<file path="src/rtl/adc_byte_packer_pkg.sv">
// Shared definitions for the ADC byte packer: error-bit indices, queue depth and pair states.
package adc_byte_packer_pkg;

    localparam int unsigned ERR_UNDERFLOW = 0;
    localparam int unsigned ERR_OVERFLOW  = 1;
    localparam int unsigned ERR_MODESPLIT = 2;

    localparam int unsigned QUEUE_DEPTH = 4;

    typedef enum logic {
        PAIR0 = 1'b0,
        PAIR1 = 1'b1
    } pair_state_e;

endpackage

</file>
<file path="src/rtl/adc_byte_packer_byte_queue4.sv">
// Four-entry first-word-fall-through byte queue with a 0/1/2-byte push and a 1-byte pop.
module byte_queue4 (
    input  logic       clk,
    input  logic       rst,
    input  logic [1:0] push_n,
    input  logic [7:0] push_b0,
    input  logic [7:0] push_b1,
    input  logic       pop,
    output logic [7:0] head,
    output logic       empty,
    output logic [2:0] cnt
);

    logic [7:0] mem_q [4];
    logic [7:0] mem_d [4];
    logic [2:0] cnt_q, cnt_d;
    logic [2:0] base;
    logic       pop_ok;

    // Entry 0 is always the head; a pop shifts down, pushes land just past the survivors.
    always_comb begin
        mem_d  = mem_q;
        pop_ok = pop && (cnt_q != 3'd0);
        if (pop_ok) begin
            for (int i = 0; i < 3; i++) begin
                mem_d[i] = mem_q[i+1];
            end
        end
        base = cnt_q - {2'b00, pop_ok};
        if (push_n != 2'd0) begin
            mem_d[base[1:0]] = push_b0;
        end
        if (push_n == 2'd2) begin
            mem_d[base[1:0] + 2'd1] = push_b1;
        end
        cnt_d = cnt_q + {1'b0, push_n} - {2'b00, pop_ok};
    end

    always_ff @(posedge clk or posedge rst) begin
        if (rst) begin
            cnt_q <= 3'd0;
            for (int i = 0; i < 4; i++) begin
                mem_q[i] <= 8'h00;
            end
        end else begin
            cnt_q <= cnt_d;
            mem_q <= mem_d;
        end
    end

    assign head  = mem_q[0];
    assign empty = (cnt_q == 3'd0);
    assign cnt   = cnt_q;

endmodule

</file>
<file path="src/rtl/adc_byte_packer.sv">
// Packs 12-bit ADC samples into bytes (3 bytes per 2 samples, or 1 byte per sample in low-res
// mode) and provides the byte-FIFO view, sticky error flags and read counters.
module adc_byte_packer
    import adc_byte_packer_pkg::*;
(
    input  logic        clk_usb,
    input  logic        reset_i,
    input  logic [11:0] sample_data,
    input  logic        sample_empty,
    output logic        sample_rd_en,
    input  logic        sample_overflow,
    input  logic        flush,
    input  logic        low_res,
    input  logic        low_res_lsb,
    input  logic        fifo_rd_en,
    input  logic        clear_fifo_errors,
    output logic        fifo_empty,
    output logic [7:0]  fifo_data,
    output logic [7:0]  fifo_error_stat,
    output logic [31:0] fifo_read_count,
    output logic [31:0] fifo_read_count_error_freeze
);

    pair_state_e state_q, state_d;
    logic        mode_q;
    logic [3:0]  nib_q;
    logic        flush_pend_q;
    logic [2:0]  err_q, err_set;
    logic [31:0] count_q, freeze_q;

    logic [2:0]  queue_cnt;
    logic [2:0]  free;
    logic [1:0]  push_n;
    logic [7:0]  push_b0, push_b1;
    logic        flush_fire;
    logic        pop;

    byte_queue4 u_queue (
        .clk     (clk_usb),
        .rst     (reset_i),
        .push_n  (push_n),
        .push_b0 (push_b0),
        .push_b1 (push_b1),
        .pop     (pop),
        .head    (fifo_data),
        .empty   (fifo_empty),
        .cnt     (queue_cnt)
    );

    // Free space is taken before the same-cycle pop so a push never relies on it.
    assign free = 3'(QUEUE_DEPTH) - queue_cnt;
    assign pop  = fifo_rd_en && !fifo_empty;

    always_ff @(posedge clk_usb or posedge reset_i) begin
        if (reset_i) begin
            state_q <= PAIR0;
        end else begin
            state_q <= state_d;
        end
    end

    always_comb begin
        state_d = state_q;
        unique case (state_q)
            PAIR0: if (sample_rd_en && !mode_q) state_d = PAIR1;
            PAIR1: if (push_n == 2'd2) state_d = PAIR0;
            default: state_d = PAIR0;
        endcase
    end

    always_comb begin
        sample_rd_en = 1'b0;
        push_n       = 2'd0;
        push_b0      = 8'h00;
        push_b1      = 8'h00;
        flush_fire   = 1'b0;
        unique case (state_q)
            PAIR0: begin
                if (!sample_empty && free >= 3'd1 && !reset_i) begin
                    sample_rd_en = 1'b1;
                    push_n       = 2'd1;
                    push_b0      = (mode_q && low_res_lsb) ? sample_data[7:0] : sample_data[11:4];
                end
            end
            PAIR1: begin
                if (!sample_empty && free >= 3'd2 && !reset_i) begin
                    sample_rd_en = 1'b1;
                    push_n       = 2'd2;
                    push_b0      = {nib_q, sample_data[11:8]};
                    push_b1      = sample_data[7:0];
                end else if (sample_empty && free >= 3'd2 && flush_pend_q) begin
                    push_n     = 2'd2;
                    push_b0    = {nib_q, 4'h0};
                    flush_fire = 1'b1;
                end
            end
            default: ;
        endcase
    end

    always_comb begin
        err_set                = 3'b000;
        err_set[ERR_UNDERFLOW] = fifo_rd_en && fifo_empty;
        err_set[ERR_OVERFLOW]  = sample_overflow;
        err_set[ERR_MODESPLIT] = (state_q == PAIR1) && (low_res != mode_q);
    end

    always_ff @(posedge clk_usb or posedge reset_i) begin
        if (reset_i) begin
            mode_q       <= 1'b0;
            nib_q        <= 4'h0;
            flush_pend_q <= 1'b0;
            err_q        <= 3'b000;
            count_q      <= 32'd0;
            freeze_q     <= 32'd0;
        end else begin
            if (state_q == PAIR0) begin
                mode_q <= low_res;
            end
            if (state_q == PAIR0 && sample_rd_en && !mode_q) begin
                nib_q <= sample_data[3:0];
            end
            if (flush) begin
                flush_pend_q <= 1'b1;
            end else if (clear_fifo_errors || flush_fire || state_q == PAIR0) begin
                flush_pend_q <= 1'b0;
            end
            // A new error landing on a clear still wins and re-captures the freeze value.
            err_q   <= (clear_fifo_errors ? 3'b000 : err_q) | err_set;
            count_q <= clear_fifo_errors ? 32'd0 : count_q + {31'd0, pop};
            if (err_set != 3'b000 && (err_q == 3'b000 || clear_fifo_errors)) begin
                freeze_q <= count_q;
            end else if (clear_fifo_errors) begin
                freeze_q <= 32'd0;
            end
        end
    end

    assign fifo_error_stat              = {5'b00000, err_q};
    assign fifo_read_count              = count_q;
    assign fifo_read_count_error_freeze = freeze_q;

endmodule

</file>
<file path="config.mk">
export PLATFORM = sky130hd
export DESIGN_NAME = adc_byte_packer
export DESIGN_NICKNAME = d
export VERILOG_FILES = /design/src/rtl/adc_byte_packer_pkg.sv /design/src/rtl/adc_byte_packer_byte_queue4.sv /design/src/rtl/adc_byte_packer.sv
export SDC_FILE = /design/constraint.sdc
export NUM_CORES = 1
export LEC_CHECK = 0
export BUFFER_PORTS_ARGS = -buffer_cell sky130_fd_sc_hd__buf_2
export CAP_MARGIN = 20
export CORE_MARGIN = 2
export CORE_UTILIZATION = 35
export CTS_CLUSTER_SIZE = 24
export DETAILED_ROUTE_END_ITERATION = 7
export GPL_ROUTABILITY_DRIVEN = 0
export PLACE_DENSITY_LB_ADDON = 0.12
export SLEW_MARGIN = 15
export SYNTH_ARGS = -nofsm -noshare
export SYNTH_HDL_FRONTEND = slang
export SYNTH_SLANG_ARGS = --single-unit
export TNS_END_PERCENT = 100
</file>
<file path="constraint.sdc">
create_clock -name clk_usb -period 6.43 [get_ports clk_usb]
set_input_delay 1.286 -clock clk_usb [delete_from_list [all_inputs] [get_ports clk_usb]]
set_output_delay 1.286 -clock clk_usb [all_outputs]
set_load 0.02 [all_outputs]
</file>
==> metrics.md <==
| Metric | Value |
|---|---|
| Fillcell total | `between 1500 and 2000` |
| Worst-margin pin slew | `0.932 ns` |
| Leak | `a little over 3 nW` |
| Maximum vdd drop | `about 0.15 mV` |
| Fin area | `around 6600 sq um` |
| Overflow after GRT | `0` |
| Mapped Avg Cell Area | `around 10 sq um` |
| Setup CP Type | `flop to primary output` |
| Post-synth EDFFs | `0` |
| Worst-path clk slew | `0.08 ns` |
| Critical Path RT | `slightly above 5 ns` |
| Gate Count Post-Synth | `~580` |
| Drt drc | `0` |
| Pwr/cell area | `around 330 nW/um^2` |
| Die area | `~17000 sq um` |
| CP cell instances | `inv_1 > ha_1 > ha_1 > or3b_1 > and2_1 > nand2b_1 > buf_2` |
| Htree depth | `3` |
| Clk pwr share | `about 28%` |
| Synth unique cells | `48` |
| CTS Buf Count | `9` |
| Largest net degree at the start of global routing | `72` |
| Crit path buf inv count | `2` |
| CP arrival | `2.56 ns` |
| Fmax | `~0.26 GHz` |
| # rows | `46` |
| Vias/cell | `~5` |
| Cell family with most CP delay | `simple AND/OR/NAND/NOR gates` |
| Max_cap viols | `0` |
| Warning count from the yosys run | `0` |
| Placed cell areas | `about 6200 sq um` |
| Die Ht | `around 130 um` |
| Dpl ws | `2.25 ns` |
| Setup TNS | `0 ns` |
| Core area | `approximately 16000 sq um` |
| Flip-flop and latch area | `around 2700 sq um` |
| Vias in the first global route | `about 4500` |
| Starting Density | `~36%` |
| Min-delay worst type | `flop to flop` |
| Status | `completed` |
| Routed via count | `4372` |
| Combinational share of power | `32.0%` |
| Int Pwr | `0.00139 W` |
| Sequential power share | `39.5%` |
| RSZ-0062 raised after global routing | `no` |
| CTS sink cnt | `109` |
| Setup violations, final | `0` |
| Synth area leaders | `dfrtp_1 48%, nand2_1 7.9%, mux2i_1 5.6%` |
| Hold buffers post-CTS | `0` |
| Area Growth Syn to Fin | `16.1%` |
| Hold path startpoint | `err_q[1]` |
| Port buffer count | `97` |
| Dominant synthesized flop cell | `dfrtp_1` |
| Antenna diodes | `0` |
| Clk_skew | `between 0.009 and 0.01 ns` |
| Max FO, Critical Path | `10` |
| CP max stage delay | `0.48 ns` |
| Yosys top cell area share | `48.1%` |
| Critical Path Start | `u_queue.cnt[1]` |
| Hold WS | `0.513 ns` |
| Area leader, netlist | `dfrtp_1` |
| Antenna viol nets, final | `0` |
| CTS Root Cell | `clkbuf_16` |
| Syn Std Cell Area | `5670 sq um` |
| CTS tree | `done` |
| I/O pins | `about 100` |
| Critical Path Sink Type | `primary output` |
| DRT Pass-1 Iters | `4` |
| CTS resizes | `0` |
| Switching Share | `between 30% and 40%` |
| NetSw | `0.000786 W` |
| Reg2Reg Setup Slack | `between 2 and 3 ns` |
| R2R Path Start | `u_queue.cnt[1]` |
| Share of cells above drive strength 1 | `approximately 23%` |
| Cell repeated most along the worst path | `ha_1` |
| Endpoints failing hold | `0` |
| Die Span X | `131 um` |
| First DRT Iteration DRCs | `approximately 280` |
| CP max stage cell | `dfrtp_1` |
| Drt wl/cell | `between 15 and 20 um` |
| Initial antenna violation count | `0` |
| Worst skew pair latency | `0.36 ns` |
| Setup ws final | `2.59 ns` |
| DP Wirelength | `around 9.7 mm` |
| FF+latch count, synth | `109` |
| Slew Limit Fails | `0` |
| Post-synth ARST share | `100%` |
| Max Buffers Root-to-Sink | `2` |
| Drt total wl | `around 14 mm` |
| First-pass GRT wire length | `23.9 mm` |
| Fin nets | `around 680` |
| Tot GR Track Use | `17.2%` |
| Post-route clock period utilization | `59.8%` |
| Area of the multi-input gates | `around 2600 sq um` |
| Min Tclk post-route | `3.84 ns` |
| Sequential area share after synthesis | `between 40% and 50%` |
| Slew HR | `37.9%` |
| Post-CTS Setup Bufs | `0` |
| Crit start category | `flop` |
==> cells in the mapped netlist (4+ instances only) <==
library cell  instances
xnor2_1               7
nand4_1              14
and3_1                6
nand3_1              27
o311ai_1             16
o221ai_1              8
nand2_1             119
o21ai_0              20
o22ai_2               5
ha_1                 10
xor2_1               26
clkbuf_1             22
o21ai_1              20
mux2i_1              32
and2_1                4
o22ai_1               7
buf_6                 4
and4_1                6
buf_2                 6
dfrtp_1             109
buf_4                16
o2bb2ai_2             4
inv_1                14
nor2_1               34
mux2_2                9
==> layout by cell type, fill, tap and decap left out, types with 6 or more instances in the layout <==
cell type    n
dfrtp_1    109
xor2_1      26
nand2_1    119
mux2_2       9
buf_2       97
o22ai_1      7
and4_1       6
nand3_1     27
o311ai_1    16
and3_1       6
o221ai_1     8
nand4_1     14
o21ai_1     20
clkbuf_16    9
xnor2_1      7
o21ai_0     20
ha_1        10
nor2_1      34
inv_1       13
mux2i_1     32
==> metrics by stage <==
stage	std cells	total power, W	util, %
floorplan	582	0.00141	-
global route	870	0.00232	41.4
detailed placement	853	0.00157	39.3
CTS	869	0.00220	41.4
finish	870	0.00218	41.4
global placement	852	0.00155	39.1
==> power by group through the flow <==
stage	registers [W]	logic, W	clock network [W]
floorplan	0.000866	0.000543	0
global placement	0.000869	0.000677	0
detailed placement	0.000871	0.000696	0
CTS	0.000860	0.000700	0.000643
global route	0.000872	0.000776	0.000671
finish	0.000860	0.000696	0.000620
==> routing by layer <==
metal | global-route usage, % | up-vias | share of wire [%]
li1 | - | 2125 | -
met1 | 23.3 | 2139 | 47
met2 | 27.9 | 88 | 48
met3 | 3.47 | 20 | 4.1
met4 | 5.01 | 0 | 1.4
met5 | 0 | - | 0
==> flip-flops by register name, indices dropped and copies added, names as in the netlist <==
name and flops:
fifo_read_count 32, fifo_read_count_error_freeze 32, u_queue.mem_q 24, u_queue.head 8, nib_q 4, err_q 3
u_queue.cnt 3, flush_pend_q 1, mode_q 1, state_q 1
==> final cells by class <==
class                      count  area share (%)
sequential                   109            41.4
multi-input combinational    410            40.0
timing repair buffer         104            8.59
tap                          216            4.10
clock buffer                   9            3.42
clock inverter                 7            1.56
inverter                      15           0.893
==> logic make-up (layout without fill, tap and decap cells) <==
group	after synthesis	after routing	synth area share [%]
flip-flops	109	109	48.1
other	1	5	0.0661
multiplexers	41	41	7.44
AO/OA/AOI/OAI	93	93	12.4
XOR/XNOR	33	33	5.10
buffers and inverters	63	135	5.89
AND/OR/NAND/NOR	227	227	18.4
adder cells (fa/ha/maj)	11	11	2.56
==> final timing paths <==
| check | endpoint | depth (start not counted) |
|---|---|---|
| max | sample_rd_en | 7 |
| min in group asynchronous | flush_pend_q | 2 |
| min reg2reg | err_q[1] | 1 |
| max reg2reg | u_queue.mem_q[23] | 11 |
| min | err_q[1] | 1 |
| max in group asynchronous | fifo_read_count_error_freeze[23] | 3 |
No activity file was read; power rests on OpenSTA's default activity.
